File: src/rtl/arith_op_scheduler_if.sv
// Request/result bundle between client blocks and arith_op_scheduler.
// master: client side (drives requests), slave: scheduler side (drives results).
interface arith_op_scheduler_if;
    logic [1:0] req;
    logic [2:0] op0;
    logic [2:0] op1;
    logic [7:0] num0;
    logic [7:0] num1;
    logic [1:0] ack;
    logic [7:0] res;
    logic       res_valid;
    logic       res_id;
    logic       err;
    logic       busy;

    modport master (
        output req, op0, op1, num0, num1,
        input  ack, res, res_valid, res_id, err, busy
    );

    modport slave (
        input  req, op0, op1, num0, num1,
        output ack, res, res_valid, res_id, err, busy
    );
endinterface

File: src/rtl/arith_op_scheduler.sv
// Shares one constant-coefficient arithmetic unit (add/sub/mul/div/mod by COEF)
// between two round-robin arbitrated requesters.
// Optional build macro ARITH_SCHED_STATS_EN adds per-requester completion counters.
//
// state | meaning
// IDLE  | waiting for a request; no grant in the cycle the previous result is shown
// EXEC  | one cycle for add/sub/mul/errors, eight restoring-divide steps (7..0) for div/mod
// DONE  | result registered out next edge; rr pointer moves to the other requester
module arith_op_scheduler #(
    parameter logic [7:0] COEF = 8'h02
) (
    input  logic                 clk,
    input  logic                 rst_n,
    arith_op_scheduler_if.slave  bus
`ifdef ARITH_SCHED_STATS_EN
    ,
    output logic [15:0]          done_cnt0,
    output logic [15:0]          done_cnt1
`endif
);
    typedef enum logic [1:0] {S_IDLE, S_EXEC, S_DONE} state_t;

    state_t     state_q, state_d;
    logic       ptr_q, id_q, err_q;
    logic [2:0] op_q, step_q;
    logic [7:0] num_q, acc_q, rem_q, dvd_q;
    logic       valid_q, res_id_q, err_out_q;
    logic [1:0] ack_q;
    logic [7:0] res_q;
    logic       grant, gnt_id, div_step, div_ok;
    logic [8:0] trial;
    logic       q_bit;
    logic [7:0] rem_nx, result;

    // Divider runs only for a legal div/mod with a non-zero coefficient.
    assign div_ok = ((op_q == 3'd3) || (op_q == 3'd4)) && (COEF != 8'h00);
    assign trial  = {rem_q, dvd_q[7]};
    assign q_bit  = (trial >= {1'b0, COEF});
    assign rem_nx = q_bit ? 8'(trial - {1'b0, COEF}) : trial[7:0];
    assign result = div_ok ? ((op_q == 3'd3) ? dvd_q : rem_q) : acc_q;

    // Next-state, arbitration and divider-step control.
    always_comb begin
        state_d  = state_q;
        grant    = 1'b0;
        gnt_id   = ptr_q;
        div_step = 1'b0;
        case (state_q)
            S_IDLE: begin
                if (!valid_q && (bus.req != 2'b00)) begin
                    grant   = 1'b1;
                    gnt_id  = bus.req[ptr_q] ? ptr_q : ~ptr_q;
                    state_d = S_EXEC;
                end
            end
            S_EXEC: begin
                if (div_ok) begin
                    div_step = 1'b1;
                    if (step_q == 3'd0) state_d = S_DONE;
                end else begin
                    state_d = S_DONE;
                end
            end
            S_DONE:  state_d = S_IDLE;
            default: state_d = S_IDLE;
        endcase
    end

    // State register.
    always_ff @(posedge clk or negedge rst_n) begin
        if (!rst_n) state_q <= S_IDLE;
        else        state_q <= state_d;
    end

    // Operand latch on grant, then single-cycle compute or one divide step per cycle.
    always_ff @(posedge clk or negedge rst_n) begin
        if (!rst_n) begin
            id_q   <= 1'b0;
            op_q   <= 3'd0;
            num_q  <= 8'h00;
            acc_q  <= 8'h00;
            err_q  <= 1'b0;
            rem_q  <= 8'h00;
            dvd_q  <= 8'h00;
            step_q <= 3'd0;
        end else if (grant) begin
            id_q   <= gnt_id;
            op_q   <= gnt_id ? bus.op1 : bus.op0;
            num_q  <= gnt_id ? bus.num1 : bus.num0;
            dvd_q  <= gnt_id ? bus.num1 : bus.num0;
            rem_q  <= 8'h00;
            acc_q  <= 8'h00;
            err_q  <= 1'b0;
            step_q <= 3'd7;
        end else if (div_step) begin
            rem_q  <= rem_nx;
            dvd_q  <= {dvd_q[6:0], q_bit};
            step_q <= step_q - 3'd1;
        end else if (state_q == S_EXEC) begin
            case (op_q)
                3'd0: acc_q <= num_q + COEF;
                3'd1: acc_q <= num_q - COEF;
                3'd2: acc_q <= num_q * COEF;
                3'd3: begin acc_q <= 8'hFF; err_q <= 1'b1; end
                3'd4: begin acc_q <= num_q; err_q <= 1'b1; end
                default: begin acc_q <= 8'h00; err_q <= 1'b1; end
            endcase
        end
    end

    // Registered result strobe, ack pulse and round-robin pointer update.
    always_ff @(posedge clk or negedge rst_n) begin
        if (!rst_n) begin
            valid_q   <= 1'b0;
            ack_q     <= 2'b00;
            res_q     <= 8'h00;
            err_out_q <= 1'b0;
            res_id_q  <= 1'b0;
            ptr_q     <= 1'b0;
        end else begin
            valid_q   <= (state_q == S_DONE);
            ack_q     <= (state_q == S_DONE) ? (id_q ? 2'b10 : 2'b01) : 2'b00;
            res_q     <= (state_q == S_DONE) ? result : 8'h00;
            err_out_q <= (state_q == S_DONE) ? err_q : 1'b0;
            res_id_q  <= (state_q == S_DONE) ? id_q : 1'b0;
            if (state_q == S_DONE) ptr_q <= ~id_q;
        end
    end

`ifdef ARITH_SCHED_STATS_EN
    // Saturating completed-op counters per requester, error ops included.
    always_ff @(posedge clk or negedge rst_n) begin
        if (!rst_n) begin
            done_cnt0 <= 16'h0000;
            done_cnt1 <= 16'h0000;
        end else if (state_q == S_DONE) begin
            if (!id_q && (done_cnt0 != 16'hFFFF)) done_cnt0 <= done_cnt0 + 16'd1;
            if (id_q && (done_cnt1 != 16'hFFFF))  done_cnt1 <= done_cnt1 + 16'd1;
        end
    end
`endif

    assign bus.ack       = ack_q;
    assign bus.res       = res_q;
    assign bus.res_valid = valid_q;
    assign bus.res_id    = res_id_q;
    assign bus.err       = err_out_q;
    assign bus.busy      = (state_q == S_EXEC) || (state_q == S_DONE);
endmodule
File: src/flat_wrapper.sv
// flat-port wrapper written by rule: the top's interface ports become plain ports
module arith_op_scheduler_flat 
#(
    parameter logic [7:0] COEF = 8'h02
)
  (clk, rst_n, bus_req, bus_op0, bus_op1, bus_num0, bus_num1, bus_ack, bus_res, bus_res_valid, bus_res_id, bus_err, bus_busy);
  arith_op_scheduler_if bus_i ();
  input  logic clk;
  input  logic rst_n;
  input wire logic [$bits(bus_i.req)-1:0] bus_req;
  input wire logic [$bits(bus_i.op0)-1:0] bus_op0;
  input wire logic [$bits(bus_i.op1)-1:0] bus_op1;
  input wire logic [$bits(bus_i.num0)-1:0] bus_num0;
  input wire logic [$bits(bus_i.num1)-1:0] bus_num1;
  output wire logic [$bits(bus_i.ack)-1:0] bus_ack;
  output wire logic [$bits(bus_i.res)-1:0] bus_res;
  output wire logic [$bits(bus_i.res_valid)-1:0] bus_res_valid;
  output wire logic [$bits(bus_i.res_id)-1:0] bus_res_id;
  output wire logic [$bits(bus_i.err)-1:0] bus_err;
  output wire logic [$bits(bus_i.busy)-1:0] bus_busy;
  assign bus_i.req = bus_req;
  assign bus_i.op0 = bus_op0;
  assign bus_i.op1 = bus_op1;
  assign bus_i.num0 = bus_num0;
  assign bus_i.num1 = bus_num1;
  assign bus_ack = bus_i.ack;
  assign bus_res = bus_i.res;
  assign bus_res_valid = bus_i.res_valid;
  assign bus_res_id = bus_i.res_id;
  assign bus_err = bus_i.err;
  assign bus_busy = bus_i.busy;
  arith_op_scheduler #(.COEF(COEF)) u_core (.clk(clk), .rst_n(rst_n), .bus(bus_i));
endmodule
File: config.mk
export PLATFORM = sky130hd
export DESIGN_NAME = arith_op_scheduler_flat
export DESIGN_NICKNAME = d
export VERILOG_FILES = /design/src/rtl/arith_op_scheduler_if.sv /design/src/rtl/arith_op_scheduler.sv /design/src/flat_wrapper.sv
export SDC_FILE = /design/constraint.sdc
export NUM_CORES = 1
export LEC_CHECK = 0
export CORE_MARGIN = 5
export CORE_UTILIZATION = 55
export DETAILED_ROUTE_END_ITERATION = 12
export GPL_TIMING_DRIVEN = 0
export PLACE_DENSITY = 0.88
export RECOVER_POWER = 25
export SLEW_MARGIN = 20
export SYNTH_ARGS = -nofsm -noshare
export SYNTH_HDL_FRONTEND = slang
export SYNTH_SLANG_ARGS = --single-unit
export TNS_END_PERCENT = 20
File: constraint.sdc
create_clock -name clk -period 2.6 [get_ports clk]
set_clock_uncertainty 0.2 [all_clocks]
set_input_delay 0.78 -clock clk [delete_from_list [all_inputs] [get_ports clk]]
set_output_delay 0.78 -clock clk [all_outputs]
set_load 0.02 [all_outputs]
# ---- Word level (Yosys, flattened, before mapping)
# Index checks and enable logic that the tools add are counted.
dict set report totals {
  out_inout_bits 14
  inputBits 26
  wordCells 84
  reg_bits 56
}
dict set report op_classes {
  reduce_logical 14
  magnitude_cmp 2
  n_addsub 4
  n_eq_ne 10
  n_bitwise 2
  mux 37
}
# op n
set op_table {}
lappend op_table {{$mux 8} 12}
lappend op_table {{$pmux 8 s5} 1}
lappend op_table {{$sub 8x2->8 const B} 2}
lappend op_table {{$mux 1} 15}
lappend op_table {{$mux 2} 5}
lappend op_table {{$ge 9x2->1 const B} 1}
lappend op_table {{$mux 3} 3}
lappend op_table {{$add 8x2->8 const B} 1}
lappend op_table {{$eq 3x2->1 const B} 2}
lappend op_table {{$logic_not 3->1} 2}
lappend op_table {{$ne 2x1->1 const B} 3}
lappend op_table {{$reduce_bool 2->1} 3}
lappend op_table {{$pmux 2 s2} 1}
lappend op_table {{$reduce_and 2->1} 2}
lappend op_table {{$eq 3x1->1 const B} 1}
lappend op_table {{$eq 3x3->1 const B} 1}
lappend op_table {{$ne 3x3->1 const B} 1}
lappend op_table {{$reduce_and 3->1} 1}
lappend op_table {{$reduce_or 3->1} 1}
lappend op_table {{$sub 3x1->3 const B} 1}
lappend op_table {{$eq 2x1->1 const B} 1}
lappend op_table {{$eq 2x2->1 const B} 1}
lappend op_table {{$logic_not 2->1} 1}
lappend op_table {{$logic_or 1x1->1} 2}
lappend op_table {{4 further kinds} 5}

# ---- Logic depth before layout (Yosys ltp)
dict set report logic_depth {
  ltp_word 7
  ltp_mapped 9
  ltp_nobuf 8
}

# ---- Least setup slack after synthesis
# No wires, ideal clock.
dict set report synth_timing {
  path_type {reg-to-reg}
  start {reg u_core.op_q[1]}
  end {reg u_core.acc_q[5]}
  slack_ns 0.262
  synth_period_minus_slack_ns 2.338
  n_path_buf 1
  t_arrival_ns 1.996
  stages_incl_launch_ff 10
  setup_ns 0.141
  required_time_ns 2.259
  cell_sequence {dfrtp_1 buf_2 nor2_1 and2_1 ha_1 a21o_1 a21oi_1 xnor2_1 a221oi_1 o21ai_0}
}
dict set report synth_via {
  elab_chain_len 6
  elab_cells_between_ends 14
  classes_between {eq/ne: 5; mux: 6; reduce/logical: 3}
}
# item line_no
set synth_lines {}
lappend synth_lines {{start, declared} arith_op_scheduler.sv:25} ;# logic [2:0] op_q, step_q;
lappend synth_lines {{start signal, assigned} arith_op_scheduler.sv:88} ;# op_q <= gnt_id ? bus.op1 : bus.op0;
lappend synth_lines {{$eq 3x2->1 or $eq 3x3->1 (tied branches)} {arith_op_scheduler.sv:36, arith_op_scheduler.sv:100}}
lappend synth_lines {{$logic_or 1x1->1} arith_op_scheduler.sv:36} ;# assign div_ok = ((op_q == 3'd3) || (op_q == 3'd4)) && (COEF != 8'h00);
lappend synth_lines {{$mux 1} arith_op_scheduler.sv:57} ;# if (div_ok) begin
lappend synth_lines {{$mux 1} arith_op_scheduler.sv:48} ;# case (state_q)
lappend synth_lines {{$ne 2x1->1 (no line)} --}
lappend synth_lines {{$reduce_and 2->1 (no line)} --}
lappend synth_lines {{end signal, assigned} arith_op_scheduler.sv:101} ;# 3'd0: acc_q <= num_q + COEF;
lappend synth_lines {{end signal, assigned} arith_op_scheduler.sv:102} ;# 3'd1: acc_q <= num_q - COEF;
lappend synth_lines {{end signal, assigned} arith_op_scheduler.sv:103} ;# 3'd2: acc_q <= num_q * COEF;
lappend synth_lines {{end, declared} arith_op_scheduler.sv:26} ;# logic [7:0] num_q, acc_q, rem_q, dvd_q;
# Parallel ways exist; a longest one is shown, timed or not. The select of a mux whose other input is x is not followed.
# A chain may end at the register's enable or synchronous reset.

# ---- Worst setup path after layout
# Ends and elaborated chain as after synthesis.

==> metrics.txt <==
Area growth syn-to-layout 18.74%; total gr overflow 0; Clock Latency Late Sink 0.31 ns; Crit Path Class reg -> reg; most common cell after layout, fill and taps aside dfrtp_1; Post-CTS Setup Repair Bufs 0; critical path endpoint category register; dpl hpwl 5.458 mm; EDFF count, synth 0; P per Cell Area 1356 mW/mm2; PortBufs 39; syn nets 364; Critical Path RT 2.57 ns; Syn. warnings 0; fin util 66.60%; worst hold path class reg -> reg; core area 0.005439 mm2; R2R Setup Slk 0.12 ns; peak supply drop 0.6301 mV; reg2reg path depth 9; Max-slew headroom 12.90%; deepest clock path buffer count 2; CTS Hold Bufs 0; area of the multi-input gates 0.001546 mm2; chip height 84.48 um; status completed; Hold EP u_core.bus.ack[0]; Residual DRC 0; vias in the first global route 2,541; Seq cells post-synth 55; Fin. Hold Viols 0; register area 0.001376 mm2; GPL Wtd Cong 0.8831; largest net degree at the start of global routing 56; DIE AREA 0.007136 mm2; Via density 5.874; GRT Resource Usage Total 20.55%; Tot Pwr 4.912 mW; crit share post-route 95.57%; R2R Path Start u_core.op_q[1]; FFs w/ async S/R, synth 100.0%; Leak 1.567 nW; DR vias 2,608; Max-cap violations 0; combinational share of power 58.8%; Setup crit start kind register; CTS tree done; Syn Area/Cell 9.386 um2; fill count 440; TritonCTS buffer count 5; switching power of the nets 2.286 mW; H-tree depth 2; CTS sink cnt 55; fraction of layout cells with a size suffix above 1 8.065%; Sequential Power Share 31.8%; # IOs 40; CP max FO 7; Achievable Freq 402.4 MHz; worst r2r dst u_core.acc_q[5]; number of diodes 0; post-route ant nets 0; Period minus WS final 2.485 ns; initial antenna violation count 0; Clock power frac 9.4%; Worst Hold Launch u_core.id_q; Post-Route WL 7.122 mm; DRT iter0 DRCs 232; fraction of power spent switching nets 46.54%; worst-margin pin slew 1.307 ns; Finish-stage setup viols 0; Chip Width 84.48 um; internal power 2.626 mW; Clk Tree Root Cell clkbuf_8; Post-Syn Area 0.003050 mm2; Post-Syn Instances 325; register area share after synthesis 45.12%; worst hold path cell count 1; WP data arrival 2.45 ns; commonest non-fill, non-tap cells in the layout dfrtp_1 (55), a21oi_1 (43), clkdlybuf4s50_1 (37); Final Max Slew Viols 0; Pre-antenna DRT Iters 6; ys flop type dfrtp_1; clk slew on worst S/H paths 0.10 ns; Rows 27; Avg WL per Cell 16.04 um; Layout Cells excl Fill 444; placed insts 436; Starting Density 56.08%; Yosys cell types 45; TNS Setup 0 ns; Final nets 410; wire length of the first global-routing pass 11.87 mm
[cell type report]
type,instances,share of cell area [%]
plain buffers,17,2.211
clock buffers,6,2.003
clock inverters,2,0.3454
inverters,16,1.658
multi-input cells,237,42.69
flip-flops and latches,55,38.00
well taps,72,2.487
repair buffers,39,10.60
[worst max-delay path, stage by stage (launching register included)]
cell	delay [ns]
dfrtp_1	0.36
buf_2	0.17
nor2_2	0.21
and2_4	0.24
ha_1	0.30
a21o_1	0.21
a21oi_1	0.16
xnor2_1	0.10
a221oi_1	0.29
o21ai_0	0.11
[sequential cells by signal (all words and copies together), names as in the netlist, 2 cells and up]
register        cells
u_core.rem_q        8
u_core.bus.res      8
u_core.op_q         3
u_core.dvd_q        8
u_core.state_q      2
u_core.acc_q        8
u_core.step_q       3
u_core.bus.ack      2
u_core.num_q        8
[timing repair]
item | 4_1_cts | 5_1_grt
gates cloned | 0 | 0
pin swaps | 0 | 1
endpoints found under the setup margin | 5 | 18
resized for setup | 2 | 4
[Yosys cell counts (2+ instances only)]
cell	count	area share, %
a211oi_1	18	4.4
a21o_1	3	0.74
a21oi_1	43	7.1
a221oi_1	3	0.86
a22oi_1	2	0.49
and2_1	8	1.6
buf_1	2	0.25
buf_2	7	1.1
buf_4	2	0.49
clkbuf_1	6	0.74
dfrtp_1	55	45
ha_1	12	4.9
inv_1	16	2.0
mux2_2	2	0.74
mux2i_1	15	4.9
nand2_1	20	2.5
nand2b_1	5	1.0
nand4_1	2	0.41
nor2_1	38	4.7
nor3_1	2	0.33
o211ai_1	4	0.98
o21ai_0	22	3.6
o21ai_1	3	0.49
o21bai_1	2	0.49
o22ai_1	4	0.82
or3_1	2	0.41
xnor2_1	7	2.0
xor2_1	3	0.86
[through the flow]
| step | hold WS, ns | instance area (um2) | setup WS [ns] |
|---|---|---|---|
| final | 0.2915 | 3622 | 0.1151 |
| after global routing | 0.3108 | 3622 | -0.01404 |
| after CTS | 0.2961 | 3613 | 0.01088 |
| after detailed placement | 0.2746 | 3528 | -0.2331 |
| after global placement | 0.2655 | 3531 | -0.9852 |
| after floorplan | 0.2241 | 3050 | 0.2625 |
[cell families after synthesis]
kind of cell	count (synthesis)	share of synthesized area [%]
AO/OA/AOI/OAI	112	22.60
AND/OR/NAND/NOR	85	13.58
flip-flops	55	45.12
buffers and inverters	33	4.594
multiplexers	17	5.660
adder cells (fa/ha/maj)	13	5.578
XOR/XNOR	10	2.871
[power by group through the flow]
stage | logic, mW | clock network (mW) | registers, mW
after global placement | 2.71 | 0 | 1.55
after global routing | 3.20 | 0.504 | 1.60
final | 2.89 | 0.464 | 1.56
after CTS | 2.83 | 0.464 | 1.55
after floorplan | 2.09 | 0 | 1.52
after detailed placement | 2.83 | 0 | 1.56
[routing by layer]
| layer | wire, um | global-route usage (%) | vias to the layer above | part of all wire, % |
|---|---|---|---|---|
| met5 | 0 | 0 | - | 0 |
| met4 | 105 | 4.317 | 0 | 1.5 |
| met3 | 510 | 3.042 | 18 | 7.2 |
| met2 | 3670 | 36.94 | 122 | 52 |
| met1 | 2836 | 26.34 | 1229 | 40 |
| li1 | - | - | 1239 | - |
[worst max path at each step]
stage                                  end  depth (start not counted)            from  slack [ns]
after floorplan            u_core.acc_q[5]                          9  u_core.op_q[1]        0.26
after CTS                  u_core.acc_q[5]                          9  u_core.op_q[1]        0.01
after detailed placement   u_core.num_q[7]                          5      bus_req[1]       -0.23
after global routing      u_core.step_q[2]                          4      bus_req[1]       -0.01
after global placement     u_core.num_q[4]                          1           rst_n       -0.99
final                      u_core.acc_q[5]                          9  u_core.op_q[1]        0.12
Note: power is estimated with default switching activity, not from simulation.
